===== src/rtl/mux_scan_ctrl.sv =====
`default_nettype none
// ============================================================================
//  Module      : mux_scan_ctrl
//  Description : Scans the enabled channels of a downstream 8:1 mux in
//                ascending index order. For each enabled channel it drives
//                the select lines, waits SETTLE_CYC cycles for the mux
//                output to settle, then samples y into the work word. When
//                every enabled channel has been sampled, done pulses for one
//                cycle and data presents the captured word.
//  Ports       : clk           - sole clock, rising edge
//                rst_n         - synchronous active-low reset
//                start         - scan request, only honoured when idle
//                mask[7:0]     - channel enables, latched when start is taken
//                y             - output of the downstream 8:1 mux
//                s2,s1,s0      - mux select, {s2,s1,s0} = channel index
//                busy          - high from start acceptance through DONE
//                done          - one-cycle pulse, data valid
//                data[7:0]     - captured word, bit k = y on channel k
//  Revision    : 1.0 - initial release
// ============================================================================
module mux_scan_ctrl #(
    parameter int SETTLE_CYC = 1
) (
    input  logic       clk,
    input  logic       rst_n,
    input  logic       start,
    input  logic [7:0] mask,
    input  logic       y,
    output logic       s2,
    output logic       s1,
    output logic       s0,
    output logic       busy,
    output logic       done,
    output logic [7:0] data
);

    typedef enum logic [1:0] {
        ST_IDLE   = 2'd0,
        ST_SETTLE = 2'd1,
        ST_SAMPLE = 2'd2,
        ST_DONE   = 2'd3
    } state_t;

    // Terminal value of the settle counter, which counts 0..SETTLE_CYC-1.
    localparam logic [3:0] C_CNT_LAST = 4'(SETTLE_CYC - 1);

    state_t     r_state;
    state_t     w_state_nxt;
    logic [7:0] r_mask_q;
    logic [7:0] w_mask_q_nxt;
    logic [7:0] r_work;
    logic [7:0] w_work_nxt;
    logic [7:0] r_data;
    logic [7:0] w_data_nxt;
    logic [2:0] r_sel;
    logic [2:0] w_sel_nxt;
    logic [3:0] r_cnt;
    logic [3:0] w_cnt_nxt;
    logic [3:0] w_find_first;
    logic [3:0] w_find_next;

    // Lowest set bit of m at index >= from. Result is {found, index}.
    // Scanning downward lets the lowest qualifying index win.
    function automatic logic [3:0] f_first_from(input logic [7:0] m,
                                                input logic [3:0] from);
        logic [3:0] res;
        res = 4'd0;
        for (int k = 7; k >= 0; k--) begin
            if (m[k] && (4'(k) >= from)) begin
                res = {1'b1, 3'(k)};
            end
        end
        return res;
    endfunction

    // The first search looks at the live mask because mask_q is only being
    // loaded on the same edge; later searches use the latched copy so that
    // mask changes during a scan have no effect.
    assign w_find_first = f_first_from(mask, 4'd0);
    assign w_find_next  = f_first_from(r_mask_q, {1'b0, r_sel} + 4'd1);

    always_comb begin
        w_state_nxt  = r_state;
        w_mask_q_nxt = r_mask_q;
        w_work_nxt   = r_work;
        w_data_nxt   = r_data;
        w_sel_nxt    = r_sel;
        w_cnt_nxt    = r_cnt;
        case (r_state)
            ST_IDLE: begin
                if (start) begin
                    w_mask_q_nxt = mask;
                    w_work_nxt   = 8'h00;
                    if (w_find_first[3]) begin
                        w_state_nxt = ST_SETTLE;
                        w_sel_nxt   = w_find_first[2:0];
                        w_cnt_nxt   = 4'd0;
                    end else begin
                        // Empty mask: report an all-zero word straight away,
                        // select lines untouched.
                        w_state_nxt = ST_DONE;
                        w_data_nxt  = 8'h00;
                    end
                end
            end
            ST_SETTLE: begin
                if (r_cnt == C_CNT_LAST) begin
                    w_state_nxt = ST_SAMPLE;
                end else begin
                    w_cnt_nxt = r_cnt + 4'd1;
                end
            end
            ST_SAMPLE: begin
                w_work_nxt[r_sel] = y;
                if (w_find_next[3]) begin
                    w_state_nxt = ST_SETTLE;
                    w_sel_nxt   = w_find_next[2:0];
                    w_cnt_nxt   = 4'd0;
                end else begin
                    // Publish including the sample taken on this edge.
                    w_state_nxt = ST_DONE;
                    w_data_nxt  = w_work_nxt;
                end
            end
            ST_DONE: begin
                w_state_nxt = ST_IDLE;
            end
            default: begin
                w_state_nxt = ST_IDLE;
            end
        endcase
    end

    always_ff @(posedge clk) begin
        if (!rst_n) begin
            r_state  <= ST_IDLE;
            r_mask_q <= 8'h00;
            r_work   <= 8'h00;
            r_data   <= 8'h00;
            r_sel    <= 3'd0;
            r_cnt    <= 4'd0;
        end else begin
            r_state  <= w_state_nxt;
            r_mask_q <= w_mask_q_nxt;
            r_work   <= w_work_nxt;
            r_data   <= w_data_nxt;
            r_sel    <= w_sel_nxt;
            r_cnt    <= w_cnt_nxt;
        end
    end

    assign busy = (r_state != ST_IDLE);
    assign done = (r_state == ST_DONE);
    assign data = r_data;
    assign s2   = r_sel[2];
    assign s1   = r_sel[1];
    assign s0   = r_sel[0];

endmodule
`default_nettype wire

===== config.mk =====
export PLATFORM = sky130hd
export DESIGN_NAME = mux_scan_ctrl
export DESIGN_NICKNAME = d
export VERILOG_FILES = /design/src/rtl/mux_scan_ctrl.sv
export SDC_FILE = /design/constraint.sdc
export NUM_CORES = 1
export LEC_CHECK = 0
export BUFFER_PORTS_ARGS = -buffer_cell sky130_fd_sc_hd__buf_2
export CAP_MARGIN = 10
export CORE_UTILIZATION = 40
export CTS_BUF_LIST = sky130_fd_sc_hd__clkbuf_8 sky130_fd_sc_hd__clkbuf_16
export DETAILED_ROUTE_END_ITERATION = 12
export PLACE_DENSITY = 0.66
export SETUP_SLACK_MARGIN = 0.05
export SLEW_MARGIN = 0
export SYNTH_ARGS = -nofsm -noshare
export SYNTH_HDL_FRONTEND = slang
export SYNTH_SLANG_ARGS = --single-unit

===== constraint.sdc =====
create_clock -name clk -period 3.4 [get_ports clk]
set_input_delay 0.68 -clock clk [delete_from_list [all_inputs] [get_ports clk]]
set_output_delay 0.68 -clock clk [all_outputs]
set_load 0.01 [all_outputs]

==> results.yml, run 1 <==
die:
  die_w_um: 71.2
  dieHeight_um: 71.2
  fp-row-count: 24
  initial_core_util_pct: 42.8
  ios: 25
  coreArea_um2: 4470
  design.die.area_um2: 5070
global_routing:
  grt_usage_pct: 17.7
  grt_pass1_vias: 1517
  grt_antenna_before_repair: 0
  grt_pass1_wl_mm: 6.99
  grt_start_max_net_pins: 42
  grt_overflow_total: 0
drt:
  vias_per_cell: 5.25
  first_iter_violations: 91
  vias: 1608
  routed_wl_mm: 4.07
  topRoutingLayerUsed: "met4"
  ant_nets: 0
  wl_met3_um: 115
  routedWlPerCell_um: 13.3
  dr_wl_met2_mm: 1.83
  drtPass1Iterations: 8
  wirelength_met1_mm: 2.07
  drc: 2
yosys:
  synth_top_area_share_pct: 34.5
  avgSynthCellArea_um2: 8.26
  yosys_most_used_dff: "dfxtp_1"
  ys_types: 49
  synthCells: 232
  synth_common_cells: "nand2_1, dfxtp_1, mux2i_1"
  syn_nets: 250
  synth_seq_area_share_pct: 34.5
  synth_area_um2: 1920
  ys_top_cells_by_area: "dfxtp_1, nand2_1, mux2i_1"
  async_flop_share_pct: 0
  synth-edff-count: 0
  ys_seq_elements: 33
  synth.most_common_cell: "nand2_1"
  yosys.area.top_type: "dfxtp_1"
  synth-warning-count: 0
clock_tree:
  clock-sinks: 33
  hold_buffers: 0
  cts_max_path_buffers: 2
  cts-root-buf: "clkbuf_8"
  post_cts_buffers: 0
  htreeDepth: 2
  clkLatencyLatePin_ns: 0.29
  cts_tree: "built"
  clkTransAtPathRegs_ns: 0.07
  cts_made_buffers: 5
  ctsResizeCount: 0
timing:
  hold_viol_final: 0
  clock.fmax_mhz: 428
  finalMaxSlewViolations: 0
  final.setup.tns_ns: 0
  maxSlewHeadroom_pct: 51.5
  setup_viol: 0
  timing.final.crit_share_pct: 68.7
  rsz0062_at_grt: "no"
  timing.hold.ws_ns: 0.459
  finalCriticalPeriod_ns: 2.33
  skew_ns: 0.00676
  tightest_slew_ns: 0.726
power_and_ir_drop:
  power_density_nw_per_um2: 490
  power.leakage_nw: 0.924
  p_total_mw: 1.07
  peakVddDrop_v: 0.000250
final_layout:
  drive_gt1_share_pct: 18.9
  fill_cells: 450
  fin_cells: 306
  nNetsFinal: 271
  n_antenna_cell: 0
  area_delta_synth_final_pct: 13.6
  final_util_pct: 48.7
worst_setup_path:
  worstPathMaxFanout: 10
  cp-start-kind: "flip-flop"
  worst-endpoint-required_ns: 3.58
  end_kind: "flip-flop"
  worstPathArrival_ns: 2.51
  critical_path_class: "flip-flop to flip-flop"
run_status:
  status: "finished with violations"
  violations: "DRC"
flow_run:
  drv_cap: 0
placement:
  dp.cells: 298
  portBuffers: 24
  gp_congestion: 0.868
  dp_hpwl_mm: 2.84
min_path:
  min_path_type: "flip-flop to flip-flop"
==> layout by cell type, fill, tap and decap left out, types with 6 or more instances in the layout <==
cell type,Yosys,layout
nand2_1,43,43
dfxtp_1,33,33
buf_2,1,24
mux2i_1,15,15
nor2_1,14,14
a21oi_1,14,14
nand3_1,10,10
inv_1,9,9
and2_1,9,9
a21boi_0,8,8
nor2b_1,6,6
o21ai_0,6,6
nor3_1,6,6
ha_1,6,6
==> flip-flops by register name, summed over array words and instances, names as in the netlist <==
signal / cells
data: 8
r_mask_q: 8
r_work: 8
r_cnt: 4
r_sel: 3
r_state: 2
==> cell families (layout without fill, tap and decap cells) <==
family	count (synthesis)	in the layout	share of synthesized area, %
compound gates	55	55	22.5
xor+xnor	2	2	0.914
fa+ha+maj	6	6	3.92
buf+inv	19	41	4.76
flops	33	33	34.5
mux	16	16	8.42
simple gates	101	101	25.1
==> stage by stage <==
stage / setup WS, ns / instance area (um2)
3_3_place_gp: 1.06 / 2040
3_5_place_dp: 1.09 / 2040
5_1_grt: 0.874 / 2180
6_report: 1.07 / 2180
4_1_cts: 1.06 / 2180
2_1_floorplan: 1.32 / 1920
==> power by group <==
group          switching, mW  leakage [nW]  total (mW)  internal [mW]
registers             0.0285         0.268       0.430          0.402
clock network          0.156        0.0681       0.447          0.291
logic                  0.117         0.588       0.190         0.0729
==> worst paths after layout <==
check           start  endpoint  slack [ns]  depth (start not counted)
max          r_sel[1]  r_sel[0]        1.07                          8
min           data[5]   data[5]        0.46                          2
max reg2reg  r_sel[1]  r_sel[0]        1.07                          8
min reg2reg   data[5]   data[5]        0.46                          2
==> area by class of cell <==
class | count | area [um2] | share of cell area [%]
Inverter | 9 | 33.8 | 1.55
Multi-Input combinational cell | 180 | 1160 | 53.5
Timing Repair Buffer | 24 | 120 | 5.51
Clock inverter | 3 | 65.1 | 2.99
Clock buffer | 5 | 68.8 | 3.16
Tap cell | 52 | 65.1 | 2.99
Sequential cell | 33 | 661 | 30.3
==> metal layers <==
| metal | track usage (%) | up-vias |
|---|---|---|
| met5 | 0 | - |
| met4 | 6.00 | 0 |
| met3 | 4.50 | 5 |
| met2 | 28.3 | 19 |
| met1 | 23.5 | 740 |
| li1 | - | 844 |
==> worst max-delay path: stages (launching register included) <==
cell and delay [ns]:
dfxtp_1 0.55, inv_1 0.18, ha_1 0.22, nand2b_1 0.20
a21oi_1 0.38, a22oi_4 0.13, o21ai_2 0.31, nand2_1 0.10
o311a_1 0.13
(Power assumes the default switching activity.)
==> inputs of run 2 (changes only) <==
clock period = 2.4 ns   (was 3.4 ns; I/O delays follow)
==> run 2 against run 1 <==
Net effect:
- the run still ends with DRC left
- sequential cell count is the same
- clock-buffer cell count stayed put
- total power up 22%
- register-to-register slack worse by 0.74 ns
- critical path type unchanged
- largest cell class unchanged
==> results.yml, run 2 (same netlist as run 1, synthesis figures left out) <==
timing:
  skew_ns: 0.00392
  final.setup.tns_ns: 0
  clock.fmax_mhz: 481
  tightest_slew_ns: 0.654
  maxSlewHeadroom_pct: 56.4
  timing.final.crit_share_pct: 86.6
  layout_setup_ws_ns: 0.323
  rsz0062_at_grt: "no"
  setup_viol: 0
  finalCriticalPeriod_ns: 2.08
  finalMaxSlewViolations: 0
  hold_viol_final: 0
power_and_ir_drop:
  peakVddDrop_v: 0.000306
  p_total_mw: 1.31
  power.leakage_nw: 0.920
  power_density_nw_per_um2: 604
worst_setup_path:
  cp_slowest_cell: "o311ai_2"
  crit_buf_inv: 1
  rr_startpoint: "r_sel[1]"
  end_kind: "flip-flop"
  worstPathMaxFanout: 9
  reg2reg_slack_ns: 0.32
  crit_chain: "buf_4 > ha_1 > xnor2_1 > o311ai_2 > nand3_2 > o21ai_2 > o21ai_4 > mux2i_1"
  timing.rr.end: "data[3]"
  crit_family: "compound AO/OA/AOI/OAI gates"
  slowest_delay_ns: 0.35
  worstPathArrival_ns: 2.24
  worst-endpoint-required_ns: 2.56
  critical_path_class: "flip-flop to flip-flop"
  cp-start-kind: "flip-flop"
  reg2reg_depth: 8
final_layout:
  final_cell_mix: "nand2_1, dfxtp_1, buf_2, mux2i_1"
  n_antenna_cell: 0
  nNetsFinal: 275
  design_area_um2: 2160
  area_delta_synth_final_pct: 12.8
  drive_gt1_share_pct: 20.5
  layout_commonest_cell: "nand2_1"
  fin_cells: 310
drt:
  drc: 2
  routed_wl_mm: 4.18
  routedWlPerCell_um: 13.5
  ant_nets: 0
  drtPass1Iterations: 8
  vias: 1650
  first_iter_violations: 94
  vias_per_cell: 5.32
die:
  coreArea_um2: 4470
  dieHeight_um: 71.2
  fp-row-count: 24
  design.die.area_um2: 5070
  ios: 25
  die_w_um: 71.2
  initial_core_util_pct: 42.8
min_path:
  min-delay-start: "data[6]"
  worst_hold_path.endpoint: "data[6]"
  holdPathStages: 2
  min_path_type: "flip-flop to flip-flop"
flow_run:
  drv_cap: 0
clock_tree:
  cts_made_buffers: 5
  cts_max_path_buffers: 2
  clkTransAtPathRegs_ns: 0.07
  cts_tree: "built"
  cts-root-buf: "clkbuf_8"
  htreeDepth: 2
  clock-sinks: 33
  clkLatencyLatePin_ns: 0.29
run_status:
  violations: "DRC"
  status: "finished with violations"
global_routing:
  grt_pass1_vias: 1546
  grt_overflow_total: 0
  grt_usage_pct: 18.4
  grt_antenna_before_repair: 0
  grt_pass1_wl_mm: 7.30
  grt_start_max_net_pins: 42
placement:
  dp.cells: 302
  pre_cts_slack_ns: 0.236
  dp_hpwl_mm: 2.93
  gp_congestion: 0.835
  postPlaceCellArea_um2: 2070
  portBuffers: 24
run 2: worst reg2reg max path: stages (launching register included):
cell	delay, ns
dfxtp_1	0.31
buf_4	0.16
ha_1	0.23
xnor2_1	0.19
o311ai_2	0.35
nand3_2	0.19
o21ai_2	0.20
o21ai_4	0.17
mux2i_1	0.16
run 2: where the power goes:
part           switching [mW]  total, mW  internal, mW  leakage (nW)
Clock                   0.213      0.413         0.200        0.0439
Combinational           0.176      0.288         0.113         0.608
Sequential             0.0345      0.604         0.570         0.268
Total                   0.424       1.31         0.882         0.920
run 2: timing repair:
action,in CTS,in global routing
buffers inserted,0,0
hold buffers,0,0
setup endpoints to repair,0,1
resized for setup,0,1
run 2: through the flow:
| stage | hold WS, ns | util [%] |
|---|---|---|
| finish | 0.456 | 48.3 |
| global route | 0.465 | 48.3 |
| CTS | 0.460 | 48.3 |
| detailed placement | 0.447 | 46.4 |
| global placement | 0.442 | 46.4 |
| floorplan | 0.444 | - |
run 2: worst max path at each step:
stage	from	to	slack, ns	cells past startpoint
after floorplan	r_sel[1]	data[0]	0.32	7
after global placement	r_sel[0]	r_cnt[3]	0.28	8
after detailed placement	r_sel[0]	r_cnt[3]	0.24	8
after CTS	r_sel[0]	r_cnt[3]	0.19	8
after global routing	r_sel[0]	r_cnt[3]	0.16	8
final	r_sel[1]	data[3]	0.32	8
run 2: area by class of cell:
type,count,area (um2)
Tap cell,52,65.1
Inverter,9,33.8
Sequential cell,33,662
Timing Repair Buffer,28,150
Multi-Input combinational cell,180,1160
Clock inverter,3,17.5
Fill cell,469,2310
Clock buffer,5,68.8
run 2: layer usage:
| metal | global-route usage, % | wire [um] | up-vias |
|---|---|---|---|
| li1 | - | - | 849 |
| met1 | 24.3 | 2100 | 762 |
| met2 | 29.7 | 1840 | 29 |
| met3 | 4.08 | 166 | 10 |
| met4 | 6.67 | 76 | 0 |
| met5 | 0 | 0 | - |
